File: src/rtl/cpu_mem_pkg.sv
// Shared types for the CPU memory responder: FSM states, access-size codes
// and the latched request record.
package cpu_mem_pkg;

    typedef enum logic [1:0] {
        IDLE   = 2'd0,
        ACCESS = 2'd1,
        RESP   = 2'd2
    } state_e;

    localparam logic [2:0] CORE_WORD = 3'd0;
    localparam logic [2:0] CORE_BYTE = 3'd1;
    localparam logic [2:0] CORE_HALF = 3'd2;

    typedef struct packed {
        logic [31:0] addr;
        logic [31:0] data;
        logic [2:0]  ctype;
        logic        write;
    } mem_req_t;

endpackage

File: src/rtl/mem_web_gen.sv
// Maps access size, byte offset and direction to the active-low per-byte
// write enables of the backing memory.
module mem_web_gen
    import cpu_mem_pkg::*;
(
    input  logic [2:0] ctype_i,
    input  logic [1:0] addr_i,
    input  logic       write_i,
    output logic [3:0] web_o
);

    // Unknown size codes fall back to a full-word store.
    always_comb begin
        web_o = 4'hF;
        if (write_i) begin
            case (ctype_i)
                CORE_BYTE: begin
                    case (addr_i)
                        2'd0:    web_o = 4'hE;
                        2'd1:    web_o = 4'hD;
                        2'd2:    web_o = 4'hB;
                        default: web_o = 4'h7;
                    endcase
                end
                CORE_HALF: web_o = addr_i[1] ? 4'h3 : 4'hC;
                default:   web_o = 4'h0;
            endcase
        end else begin
            web_o = 4'hF;
        end
    end

endmodule

File: src/rtl/cpu_mem_responder.sv
// Latches CPU instruction/data requests and serialises them (data first) onto
// one single-port memory. Optional CPU_MEM_PERF_CNT_EN adds stall/access counters.
module cpu_mem_responder
    import cpu_mem_pkg::*;
#(
    parameter int ADDR_W      = 14,
    parameter int WAIT_CYCLES = 1
) (
    input  logic              clk,
    input  logic              rst,
    input  logic [31:0]       im_addr_i,
    input  logic              im_read_mem_i,
    input  logic [2:0]        im_core_type_i,
    input  logic [31:0]       dm_addr_i,
    input  logic [31:0]       dm_datain_i,
    input  logic              dm_write_mem_i,
    input  logic              dm_read_mem_i,
    input  logic [2:0]        dm_core_type_i,
    output logic [31:0]       im_dataout_o,
    output logic [31:0]       dm_dataout_o,
    output logic              cpu_stall_o,
    output logic              mem_cs_o,
    output logic              mem_oe_o,
    output logic [3:0]        mem_web_o,
    output logic [ADDR_W-1:0] mem_addr_o,
    output logic [31:0]       mem_datain_o,
    input  logic [31:0]       mem_dataout_i
`ifdef CPU_MEM_PERF_CNT_EN
    ,
    output logic [31:0]       stall_cycles_o,
    output logic [31:0]       access_count_o
`endif
);

    localparam logic [3:0] WAIT_RELOAD = 4'(WAIT_CYCLES);

    state_e            state_q, state_d;
    logic [3:0]        cnt_q, cnt_d;
    logic              dm_pend_q, dm_pend_d;
    logic              im_pend_q, im_pend_d;
    logic              serve_dm_q, serve_dm_d;
    mem_req_t          dm_req_q, dm_req_d;
    mem_req_t          im_req_q, im_req_d;
    logic [31:0]       im_dataout_q, im_dataout_d;
    logic [31:0]       dm_dataout_q, dm_dataout_d;
    logic              mem_cs_q, mem_cs_d;
    logic              mem_oe_q, mem_oe_d;
    logic [3:0]        mem_web_q, mem_web_d;
    logic [ADDR_W-1:0] mem_addr_q, mem_addr_d;
    logic [31:0]       mem_datain_q, mem_datain_d;

    logic              any_req_s;
    logic              issue_s;
    mem_req_t          issue_req_s;
    logic [3:0]        issue_web_s;
    logic              access_done_s;
    logic              unused_addr_s;

    assign any_req_s     = im_read_mem_i | dm_read_mem_i | dm_write_mem_i;
    assign access_done_s = (state_q == ACCESS) && (cnt_q == 4'd0);
    assign unused_addr_s = ^issue_req_s.addr[31:ADDR_W+2];

    mem_web_gen u_web_gen (
        .ctype_i (issue_req_s.ctype),
        .addr_i  (issue_req_s.addr[1:0]),
        .write_i (issue_req_s.write),
        .web_o   (issue_web_s)
    );

    // State register.
    always_ff @(posedge clk or posedge rst) begin
        if (rst) begin
            state_q <= IDLE;
        end else begin
            state_q <= state_d;
        end
    end

    // Next-state logic; ACCESS only exits after the final pending access.
    always_comb begin
        state_d = state_q;
        case (state_q)
            IDLE:    state_d = any_req_s ? ACCESS : IDLE;
            ACCESS: begin
                if (access_done_s && !(serve_dm_q && im_pend_q)) begin
                    state_d = RESP;
                end else begin
                    state_d = ACCESS;
                end
            end
            RESP:    state_d = IDLE;
            default: state_d = IDLE;
        endcase
    end

    // Output/datapath next values: latch requests, sequence accesses, capture reads.
    always_comb begin
        dm_req_d     = dm_req_q;
        im_req_d     = im_req_q;
        dm_pend_d    = dm_pend_q;
        im_pend_d    = im_pend_q;
        serve_dm_d   = serve_dm_q;
        cnt_d        = cnt_q;
        im_dataout_d = im_dataout_q;
        dm_dataout_d = dm_dataout_q;
        issue_s      = 1'b0;
        issue_req_s  = dm_req_q;
        case (state_q)
            IDLE: begin
                if (any_req_s) begin
                    dm_req_d.addr  = dm_addr_i;
                    dm_req_d.data  = dm_datain_i;
                    dm_req_d.ctype = dm_core_type_i;
                    dm_req_d.write = dm_write_mem_i;
                    im_req_d.addr  = im_addr_i;
                    im_req_d.data  = 32'd0;
                    im_req_d.ctype = im_core_type_i;
                    im_req_d.write = 1'b0;
                    dm_pend_d      = dm_read_mem_i | dm_write_mem_i;
                    im_pend_d      = im_read_mem_i;
                    serve_dm_d     = dm_pend_d;
                    cnt_d          = WAIT_RELOAD;
                    issue_s        = 1'b1;
                    issue_req_s    = dm_pend_d ? dm_req_d : im_req_d;
                end else begin
                    issue_s = 1'b0;
                end
            end
            ACCESS: begin
                if (cnt_q != 4'd0) begin
                    cnt_d = cnt_q - 4'd1;
                end else begin
                    if (serve_dm_q) begin
                        dm_pend_d = 1'b0;
                        if (!dm_req_q.write) begin
                            dm_dataout_d = mem_dataout_i;
                        end else begin
                            dm_dataout_d = dm_dataout_q;
                        end
                    end else begin
                        im_pend_d    = 1'b0;
                        im_dataout_d = mem_dataout_i;
                    end
                    if (serve_dm_q && im_pend_q) begin
                        serve_dm_d  = 1'b0;
                        cnt_d       = WAIT_RELOAD;
                        issue_s     = 1'b1;
                        issue_req_s = im_req_q;
                    end else begin
                        issue_s = 1'b0;
                    end
                end
            end
            RESP:    issue_s = 1'b0;
            default: issue_s = 1'b0;
        endcase
    end

    // Memory strobes: load on a new access, hold mid-access, idle otherwise.
    always_comb begin
        mem_cs_d     = 1'b0;
        mem_oe_d     = 1'b0;
        mem_web_d    = 4'hF;
        mem_addr_d   = mem_addr_q;
        mem_datain_d = mem_datain_q;
        if (issue_s) begin
            mem_cs_d   = 1'b1;
            mem_oe_d   = ~issue_req_s.write;
            mem_web_d  = issue_web_s;
            mem_addr_d = issue_req_s.addr[ADDR_W+1:2];
            if (issue_req_s.write) begin
                mem_datain_d = issue_req_s.data;
            end else begin
                mem_datain_d = mem_datain_q;
            end
        end else if ((state_q == ACCESS) && (cnt_q != 4'd0)) begin
            mem_cs_d  = mem_cs_q;
            mem_oe_d  = mem_oe_q;
            mem_web_d = mem_web_q;
        end else begin
            mem_cs_d = 1'b0;
        end
    end

    // Datapath and output registers.
    always_ff @(posedge clk or posedge rst) begin
        if (rst) begin
            cnt_q        <= 4'd0;
            dm_pend_q    <= 1'b0;
            im_pend_q    <= 1'b0;
            serve_dm_q   <= 1'b0;
            dm_req_q     <= '0;
            im_req_q     <= '0;
            im_dataout_q <= 32'd0;
            dm_dataout_q <= 32'd0;
            mem_cs_q     <= 1'b0;
            mem_oe_q     <= 1'b0;
            mem_web_q    <= 4'hF;
            mem_addr_q   <= '0;
            mem_datain_q <= 32'd0;
        end else begin
            cnt_q        <= cnt_d;
            dm_pend_q    <= dm_pend_d;
            im_pend_q    <= im_pend_d;
            serve_dm_q   <= serve_dm_d;
            dm_req_q     <= dm_req_d;
            im_req_q     <= im_req_d;
            im_dataout_q <= im_dataout_d;
            dm_dataout_q <= dm_dataout_d;
            mem_cs_q     <= mem_cs_d;
            mem_oe_q     <= mem_oe_d;
            mem_web_q    <= mem_web_d;
            mem_addr_q   <= mem_addr_d;
            mem_datain_q <= mem_datain_d;
        end
    end

    assign cpu_stall_o  = (state_q == ACCESS) || ((state_q == IDLE) && any_req_s);
    assign im_dataout_o = im_dataout_q;
    assign dm_dataout_o = dm_dataout_q;
    assign mem_cs_o     = mem_cs_q;
    assign mem_oe_o     = mem_oe_q;
    assign mem_web_o    = mem_web_q;
    assign mem_addr_o   = mem_addr_q;
    assign mem_datain_o = mem_datain_q;

`ifdef CPU_MEM_PERF_CNT_EN
    logic [31:0] stall_cycles_q;
    logic [31:0] access_count_q;

    // Free-running performance counters, wrapping naturally at 2^32.
    always_ff @(posedge clk or posedge rst) begin
        if (rst) begin
            stall_cycles_q <= 32'd0;
            access_count_q <= 32'd0;
        end else begin
            if (cpu_stall_o) begin
                stall_cycles_q <= stall_cycles_q + 32'd1;
            end
            if (access_done_s) begin
                access_count_q <= access_count_q + 32'd1;
            end
        end
    end

    assign stall_cycles_o = stall_cycles_q;
    assign access_count_o = access_count_q;
`endif

endmodule

File: config.mk
export PLATFORM = sky130hd
export DESIGN_NAME = cpu_mem_responder
export DESIGN_NICKNAME = d
export VERILOG_FILES = /design/src/rtl/cpu_mem_pkg.sv /design/src/rtl/mem_web_gen.sv /design/src/rtl/cpu_mem_responder.sv
export SDC_FILE = /design/constraint.sdc
export NUM_CORES = 1
export LEC_CHECK = 0
export ABC_CLOCK_PERIOD_IN_PS = 14430
export CAP_MARGIN = 20
export CORE_MARGIN = 2
export CORE_UTILIZATION = 45
export DETAILED_ROUTE_END_ITERATION = 6
export PLACE_DENSITY = 0.86
export RECOVER_POWER = 100
export SLEW_MARGIN = 5
export SYNTH_ARGS = -nofsm -noshare
export SYNTH_HDL_FRONTEND = slang
export SYNTH_SLANG_ARGS = --single-unit
File: constraint.sdc
create_clock -name clk -period 14.43 [get_ports clk]
set_input_delay 4.329 -clock clk [delete_from_list [all_inputs] [get_ports clk]]
set_output_delay 4.329 -clock clk [all_outputs]
set_load 0.02 [all_outputs]
==> impl_metrics.tcl, run 1 <==
set metrics [dict create \
    drtIter0Drc 312 \
    cts_root_buf "clkbuf_16" \
    finClkSkew_ps 7.558 \
    hold_class "flop to flop" \
    clk_pin_slew_worst_paths_ps 60 \
    core_area_sq_um 13300 \
    reg2reg_slack_ps 10400 \
    required_ps 10100 \
    stdcell_area_sq_um 9086 \
    endpoint_kind "primary output" \
    finalCritPeriodShare 0.7483 \
    wl_per_cell_um 18.23 \
    rows 42 \
    start_util 0.4615 \
    hold_viol_final 0 \
    met1_usage 0.2661 \
    syn_inst 492 \
    antenna_found_initial 1 \
    synthesis.area_sq_um 6136 \
    cts_tree "done" \
    met2_usage 0.3874 \
    clock.fmax_mhz 92.61 \
    postCtsSetupBuffers 0 \
    synth_edf_count 0 \
    routed_via_density 5.341 \
    ys_seq_area_frac 0.6085 \
    h-tree-depth 4 \
    post-route-min-period_ps 10800 \
    maxCapViolCount 4 \
    startpoint_type "input port" \
    layout-drive-gt1-share 0.2006 \
    yosys_most_used_dff "dfrtp_1" \
    path_class "input port to primary output" \
    cp.arrival_ps 6470 \
    clock_latency_ps 420 \
    peakVddDrop_uv 139.6 \
    max_slew_margin -1.634 \
    ant_nets 0 \
    hpwl_mm 11.21 \
    ctsResizeCount 0 \
    rsz0062_at_grt "no" \
    grt.overflow.total 0 \
    grt_busiest_layer "met2" \
    leakage_nw 4.010 \
    drc_errors 0 \
    power.density_nw_per_um2 234.0 \
    wirelength_mm 16.32 \
    worst_pin_slew_ps 3929 \
    io_pins 256 \
    placed_area_sq_um 8487 \
    synth_nets 632 \
    drv_slew 215 \
    portBuffers 223 \
    synth_cell_type_count 42 \
    final_common_cell "dlygate4sd3_1" \
    synth-seq-cells 149 \
    area_growth_pct 48.08 \
    die_w_um 120.8 \
    fp.dieH_um 120.8 \
    drt_first_pass_iters 5 \
    setup_viol 0 \
    numClockSinks 149 \
    path_max_fanout 14 \
    setup-tns-final_ps 0 \
    synth_warnings 0 \
    cts_buffers 17 \
    violations "capacitance limit, slew limit" \
    outcome "finished with violations" \
    vias 4780 \
    die_area_sq_um 14590 \
    use_met3 0.09387 \
    grt_pass1_wl_mm 26.06 \
    hold_buffers 0 \
    clockBufferDepth 2 \
    grt_pass1_vias 5130 \
    syn_area_per_cell_sq_um 12.47 \
    final_nets 845 \
    synthArstFlopShare 1.000 \
    grt.total_usage 0.2308 \
    routabilityCongestion 0.8493 \
    layout_common_cells "dlygate4sd3_1 (152), dfrtp_1 (145), nand2_1 (100)" \
    grt_start_max_net_pins 92 \
]
## report_power, final
group	leakage [nW]	switching, W	internal (W)
Sequential	1.80	0.000111	0.000628
Clock	0.318	0.000166	0.000303
Combinational	1.89	0.000483	0.000436
## stage by stage
step	setup slack (ps)	power (W)	utilization	instances	hold slack, ps
floorplan	5029	0.001272	-	492	437.4
global placement	3816	0.001693	0.6383	862	453.1
detailed placement	3791	0.001736	0.6383	862	463.1
CTS	3763	0.002217	0.6864	894	477.7
global route	3581	0.002247	0.6834	895	506.7
finish	3632	0.002127	0.6834	895	476.9
## flip-flops by register name (all words and copies together) (netlist names)
register      flops
dm_dataout_o     32
im_dataout_o     32
mem_datain_o     32
im_req_q         19
mem_addr_o       14
dm_req_q          6
cnt_q             4
mem_web_o         4
state_q           2
im_pend_q         1
mem_cs_o          1
mem_oe_o          1
serve_dm_q        1
## synthesized netlist by cell type (2+ instances only)
master	n	area, sq um
a21oi_1	20	100.1
a221o_1	14	140.1
a22o_1	3	26.28
a31oi_1	3	18.77
and3_1	3	18.77
buf_1	8	30.03
buf_2	4	20.02
buf_6	2	22.52
clkbuf_1	18	67.56
dfrtp_1	145	3628
dfstp_2	4	105.1
inv_1	6	22.52
mux2_2	99	1115
nand2_1	100	375.4
nand3_1	11	55.05
nor2_1	10	37.54
nor2b_1	2	12.51
nor3_1	4	20.02
o21a_1	3	22.52
o21ai_0	5	25.02
o22ai_1	3	18.77
o2bb2ai_1	3	26.28
or2_1	2	12.51
xor2_1	2	17.52
## area by class of cell
type,count,area (sq um)
diodes,1,2.502
well taps,176,220.2
multi-input cells,305,2220
clock inverters,8,117.6
inverters,6,23.77
repair buffers,226,2247
fillers,940,4209
flip-flops and latches,149,3734
clock buffers,24,521.8
## logic make-up after synthesis
| logic type | after synthesis | synth area share |
|---|---|---|
| AOI/OAI and AO/OA | 62 | 0.07688 |
| adders and majority gates | 1 | 0.002039 |
| and+or+nand+nor | 141 | 0.1016 |
| DFF | 149 | 0.6085 |
| xor gates and xnor gates | 2 | 0.002855 |
| muxes | 99 | 0.1817 |
| buffers and inverters | 38 | 0.02651 |
## critical path: stages
cell	delay (ps)
dlygate4sd3_1	760
or3_1	450
nor2_1	170
nor2_1	90
dlygate4sd3_1	670
## layer usage
layer | share of wire | up-vias
li1 | - | 2143
met1 | 0.38 | 2372
met2 | 0.50 | 241
met3 | 0.10 | 24
met4 | 0.016 | 0
met5 | 0 | -
## path summary, 6_finish.rpt
kind / cells past startpoint / endpoint / start
worst min-delay path: 2 / im_req_q[38]$_DFFE_PP0P_ / im_req_q[38]$_DFFE_PP0P_
min in group asynchronous: 2 / im_req_q[40]$_DFFE_PP0P_ / rst
worst min register to register: 2 / im_req_q[38]$_DFFE_PP0P_ / im_req_q[38]$_DFFE_PP0P_
worst max-delay path: 5 / cpu_stall_o / im_read_mem_i
max in group asynchronous: 3 / mem_datain_o[1]$_DFFE_PP0P_ / rst
worst max register to register: 8 / mem_web_o[1]$_DFFE_PP1P_ / cnt_q[0]$_DFFE_PP0P_
Power figures use the tool's default switching activity.
==> run 2: changes to the inputs <==
Settings changed: ABC_CLOCK_PERIOD_IN_PS 14430 to 9250, CORE_UTILIZATION 45 to 38, PLACE_DENSITY 0.86 to 0.77.
Clock period 14.43 ns to 9.25 ns, I/O delays scaled along.
==> run 2 against run 1 <==
  * Global-route usage decreased by 3.7 points
  * Register-to-register slack got worse by 5600 ps
  * Total power increased by 54%
  * The flow still finishes with violations (capacitance limit, slew limit)
  * Non-clock buffer count decreased by 1
  * Via count decreased by 2.0%
  * Design area about the same
  * Setup slack got worse by 2000 ps
  * Sequential power increased by 56%
  * Flip-flop and latch count unchanged
  * Cell count increased by 4.2%
  * Utilization decreased by 11 points
  * Die area increased by 18%
==> impl_metrics.tcl, run 2 (synthesized netlist as in run 1, its figures left out) <==
set metrics [dict create \
    leakage_nw 3.976 \
    grt.overflow.total 0 \
    drtIter0Drc 261 \
    instances_no_fill 933 \
    endpoint_kind "primary output" \
    placed_area_sq_um 8534 \
    grt_start_max_net_pins 97 \
    drv_slew 226 \
    io_pins 256 \
    start_util 0.3877 \
    routabilityCongestion 0.7975 \
    rsz0062_at_grt "no" \
    hold_class "flop to flop" \
    cts_buffers 17 \
    p_sw_frac 0.3664 \
    cp.arrival_ps 4860 \
    setup-tns-final_ps 0 \
    postCtsSetupBuffers 0 \
    finalCritPeriodShare 0.8249 \
    rows 46 \
    hpwl_mm 11.40 \
    grt_pass1_vias 5053 \
    clk_pin_slew_worst_paths_ps 60 \
    drt_first_pass_iters 5 \
    numClockSinks 149 \
    layout_common_cells "dfrtp_1 (145), dlygate4sd3_1 (120), clkdlybuf4s50_1 (103)" \
    cts_root_buf "clkbuf_16" \
    hold_viol_final 0 \
    clock.fmax_mhz 131.1 \
    dp.cells 901 \
    path_max_fanout 14 \
    num_antenna_cells 0 \
    final_nets 844 \
    clock_latency_ps 420 \
    ant_nets 0 \
    timing.final.ws_setup_ps 1620 \
    setup_viol 0 \
    drc_errors 0 \
    power.density_nw_per_um2 361.4 \
    required_ps 6480 \
    startpoint_type "input port" \
    grt_pass1_wl_mm 25.56 \
    area_growth_pct 47.98 \
    fill_cells 1299 \
    combPwrFrac 0.436 \
    die_w_um 131.1 \
    path_class "input port to primary output" \
    power.internal_w 0.002079 \
    finClkSkew_ps 7.199 \
    wl_per_cell_um 17.43 \
    fp.dieH_um 131.1 \
    post-route-min-period_ps 7630 \
    vias 4683 \
    h-tree-depth 4 \
    final_common_cell "dfrtp_1" \
    pwr-share-seq 0.350 \
    portBuffers 223 \
    wirelength_mm 16.26 \
    met1_usage 0.2203 \
    die_area_sq_um 17180 \
    violations "capacitance limit, slew limit" \
    maxCapViolCount 5 \
    pre_cts_ws_ps 1741 \
    cts_tree "done" \
    outcome "finished with violations" \
    ctsResizeCount 0 \
    whs_path_depth 2 \
    antenna_found_initial 0 \
    use_met3 0.09619 \
    peakVddDrop_uv 184.7 \
    met2_usage 0.3158 \
    clkPwrFrac 0.215 \
    p_sw_w 0.001202 \
    post-route-util 0.5737 \
    worst_pin_slew_ps 4151 \
    max_slew_margin -1.783 \
    core_area_sq_um 15830 \
    stdcell_area_sq_um 9080 \
    clockBufferDepth 2 \
    routed_via_density 5.019 \
    r2r_cells 6 \
    layout-drive-gt1-share 0.1994 \
    grt.total_usage 0.1939 \
    grt_busiest_layer "met2" \
    hold_buffers 0 \
]
-- run 2: cell type report --
| class | count | area, sq um | area share |
|---|---|---|---|
| clock inverters | 14 | 162.7 | 0.01791 |
| multi-input cells | 305 | 2210 | 0.2434 |
| repair buffers | 225 | 2241 | 0.2468 |
| flip-flops and latches | 149 | 3734 | 0.4112 |
| inverters | 6 | 23.77 | 0.002618 |
| well taps | 216 | 270.3 | 0.02976 |
| clock buffers | 18 | 439.2 | 0.04837 |
-- run 2: power groups by stage --
stage               Clock [W]  Combinational, W  Sequential (W)
floorplan                   0          0.000532         0.00145
detailed placement          0           0.00154         0.00117
CTS                  0.000721           0.00154         0.00117
global placement            0           0.00150         0.00115
finish               0.000704           0.00143         0.00115
global route         0.000749           0.00154         0.00119
-- run 2: final timing paths --
kind | startpoint | end | slack (ps)
setup / recovery | im_read_mem_i | cpu_stall_o | 1620
hold / removal | dm_req_q[2]$_DFFE_PP0P_ | dm_req_q[2]$_DFFE_PP0P_ | 470
setup reg to reg | cnt_q[0]$_DFFE_PP0P_ | im_dataout_o[17]$_DFFE_PP0P_ | 4840
hold reg to reg | dm_req_q[2]$_DFFE_PP0P_ | dm_req_q[2]$_DFFE_PP0P_ | 470
max in group asynchronous | rst | mem_addr_o[11]$_DFFE_PP0P_ | 2530
min in group asynchronous | rst | im_dataout_o[30]$_DFFE_PP0P_ | 4070
-- run 2: worst max-delay path: stages --
cell and delay, ps:
dlygate4sd3_1 780, or3_1 450, nor2_1 140, nor2_1 50, dlygate4sd3_1 660
-- run 2: routing by layer --
metal	part of all wire	vias up
met5	0	-
met4	0.010	0
met3	0.12	14
met2	0.48	194
met1	0.39	2339
li1	-	2136
-- run 2: stage by stage --
stage | total power, W | hold WS (ps)
after floorplan | 0.001984 | 437.4
after detailed placement | 0.002707 | 461.8
after CTS | 0.003430 | 474.6
after global routing | 0.003478 | 502.4
after global placement | 0.002649 | 448.4
final | 0.003282 | 473.2
==> run 3: changes to the inputs <==
Settings changed: ABC_CLOCK_PERIOD_IN_PS 9250 to 7400, CORE_UTILIZATION 38 to 42, PLACE_DENSITY 0.77 to 0.81.
Clock period 9.25 ns to 7.4 ns, I/O delays scaled along.
==> run 3 against run 2 <==
  * The flow still finishes with violations (capacitance limit, slew limit)
  * Sequential power increased by 25%
  * Global-route usage increased by 2.2 points
  * First-iteration DRC count decreased by 13%
  * Utilization increased by 5.8 points
  * Largest power group unchanged
  * Design area increased by 0.36%
  * Non-clock buffer count increased by 1
==> impl_metrics.tcl, run 3 (synthesized netlist as in run 1, its figures left out) <==
set metrics [dict create \
    wl_per_cell_um 18.15 \
    hpwl_mm 11.43 \
    rsz0062_at_grt "no" \
    start_util 0.4254 \
    clk_pin_slew_worst_paths_ps 50 \
    clockBufferDepth 2 \
    required_ps 5180 \
    critPathTopFamily "buffers and inverters" \
    area_growth_pct 48.51 \
    endpoint_kind "primary output" \
    power.density_nw_per_um2 460.0 \
    dp.cells 870 \
    outcome "finished with violations" \
    post-route-min-period_ps 6462 \
    final_nets 845 \
    pre_cts_ws_ps 1158 \
    peakVddDrop_uv 271.5 \
    cp_slowest_cell "dlygate4sd3_1" \
    drv_slew 220 \
    hold_class "flop to flop" \
    clock.fmax_mhz 154.7 \
    grt_pass1_wl_mm 26.85 \
    instances_no_fill 902 \
    drtIter0Drc 228 \
    cts_buffers 17 \
    final_common_cell "dfrtp_1" \
    portBuffers 223 \
    vias 4682 \
    path_class "input port to primary output" \
    ant_nets 0 \
    cp_num_buf_inv 2 \
    setup-tns-final_ps 0 \
    drc_errors 0 \
    grt.overflow.total 0 \
    timing.final.ws_setup_ps 937.8 \
    fp.dieH_um 124.9 \
    max_slew_margin -1.560 \
    ctsResizeCount 0 \
    layout-drive-gt1-share 0.1964 \
    layout_common_cells "dfrtp_1 (145), dlygate4sd3_1 (119), clkdlybuf4s50_1 (104)" \
    leakage_nw 4.012 \
    hold_buffers 0 \
    worst_pin_slew_ps 3819 \
    h-tree-depth 4 \
    grt_start_max_net_pins 91 \
    cts_tree "done" \
    io_pins 256 \
    postCtsSetupBuffers 0 \
    numClockSinks 149 \
    maxCapViolCount 5 \
    path_max_fanout 8 \
    core_area_sq_um 14420 \
    startpoint_type "input port" \
    setup_viol 0 \
    wirelength_mm 16.37 \
    finalCritPeriodShare 0.8733 \
    grt.total_usage 0.2157 \
    grt_pass1_vias 5230 \
    finClkSkew_ps 7.366 \
    cp.arrival_ps 4240 \
    rows 44 \
    die_w_um 124.9 \
    die_area_sq_um 15590 \
    worstPathCellList "dlygate4sd3_1 -> or3_1 -> nor2_1 -> nor2_1 -> dlygate4sd3_1" \
    cp_slowest_stage_delay_ps 660 \
    antenna_found_initial 0 \
    clock_latency_ps 410 \
    cts_root_buf "clkbuf_16" \
    routabilityCongestion 0.7916 \
    violations "capacitance limit, slew limit" \
    num_antenna_cells 0 \
    drt_first_pass_iters 7 \
    routed_via_density 5.191 \
    hold_viol_final 0 \
]
-- run 3: final cells by class --
class	instances	area, sq um
fillers	1085	5311
well taps	184	230.2
multi-input cells	305	2210
flip-flops and latches	149	3734
repair buffers	226	2251
clock buffers	21	470.5
inverters	6	23.77
clock inverters	11	193.9
-- run 3: power breakdown --
group,internal (W),total (W),leakage [nW],switching [W]
logic,0.000857,0.00179,1.88,0.000932
clock network,0.000628,0.000962,0.324,0.000334
registers,0.00122,0.00144,1.80,0.000217
-- run 3: final timing paths --
kind	cells after the start	slack (ps)	endpoint	startpoint
worst max-delay path	5	940	cpu_stall_o	dm_write_mem_i
worst min-delay path	2	470	im_req_q[2]$_DFFE_PP0P_	im_req_q[2]$_DFFE_PP0P_
worst max register to register	6	3100	im_dataout_o[30]$_DFFE_PP0P_	cnt_q[0]$_DFFE_PP0P_
worst min register to register	2	470	im_req_q[2]$_DFFE_PP0P_	im_req_q[2]$_DFFE_PP0P_
max in group asynchronous	3	1950	dm_dataout_o[13]$_DFFE_PP0P_	rst
min in group asynchronous	2	3370	dm_dataout_o[11]$_DFFE_PP0P_	rst
-- run 3: tightest hold or removal path, stage by stage (launching register included) --
cell and delay, ps:
dfrtp_1 330, nand2_1 50, nand2_1 50
-- run 3: metal layers --
| metal | wire [um] | global-route usage | vias up | part of all wire |
|---|---|---|---|---|
| met5 | 0 | 0 | - | 0 |
| met4 | 321 | 0.08235 | 0 | 0.020 |
| met3 | 1732 | 0.1018 | 28 | 0.11 |
| met2 | 7977 | 0.3610 | 216 | 0.49 |
| met1 | 6342 | 0.2393 | 2303 | 0.39 |
| li1 | - | - | 2135 | - |
-- run 3: through the flow --
step | utilization | total power [W] | area [sq um] | hold slack [ps]
after floorplan | - | 0.002480 | 6136 | 437.4
after global placement | 0.5894 | 0.003304 | 8502 | 448.6
after detailed placement | 0.5894 | 0.003381 | 8502 | 454.2
after CTS | 0.6355 | 0.004373 | 9166 | 468.2
after global routing | 0.6318 | 0.004417 | 9112 | 492.4
final | 0.6318 | 0.004192 | 9112 | 465.6
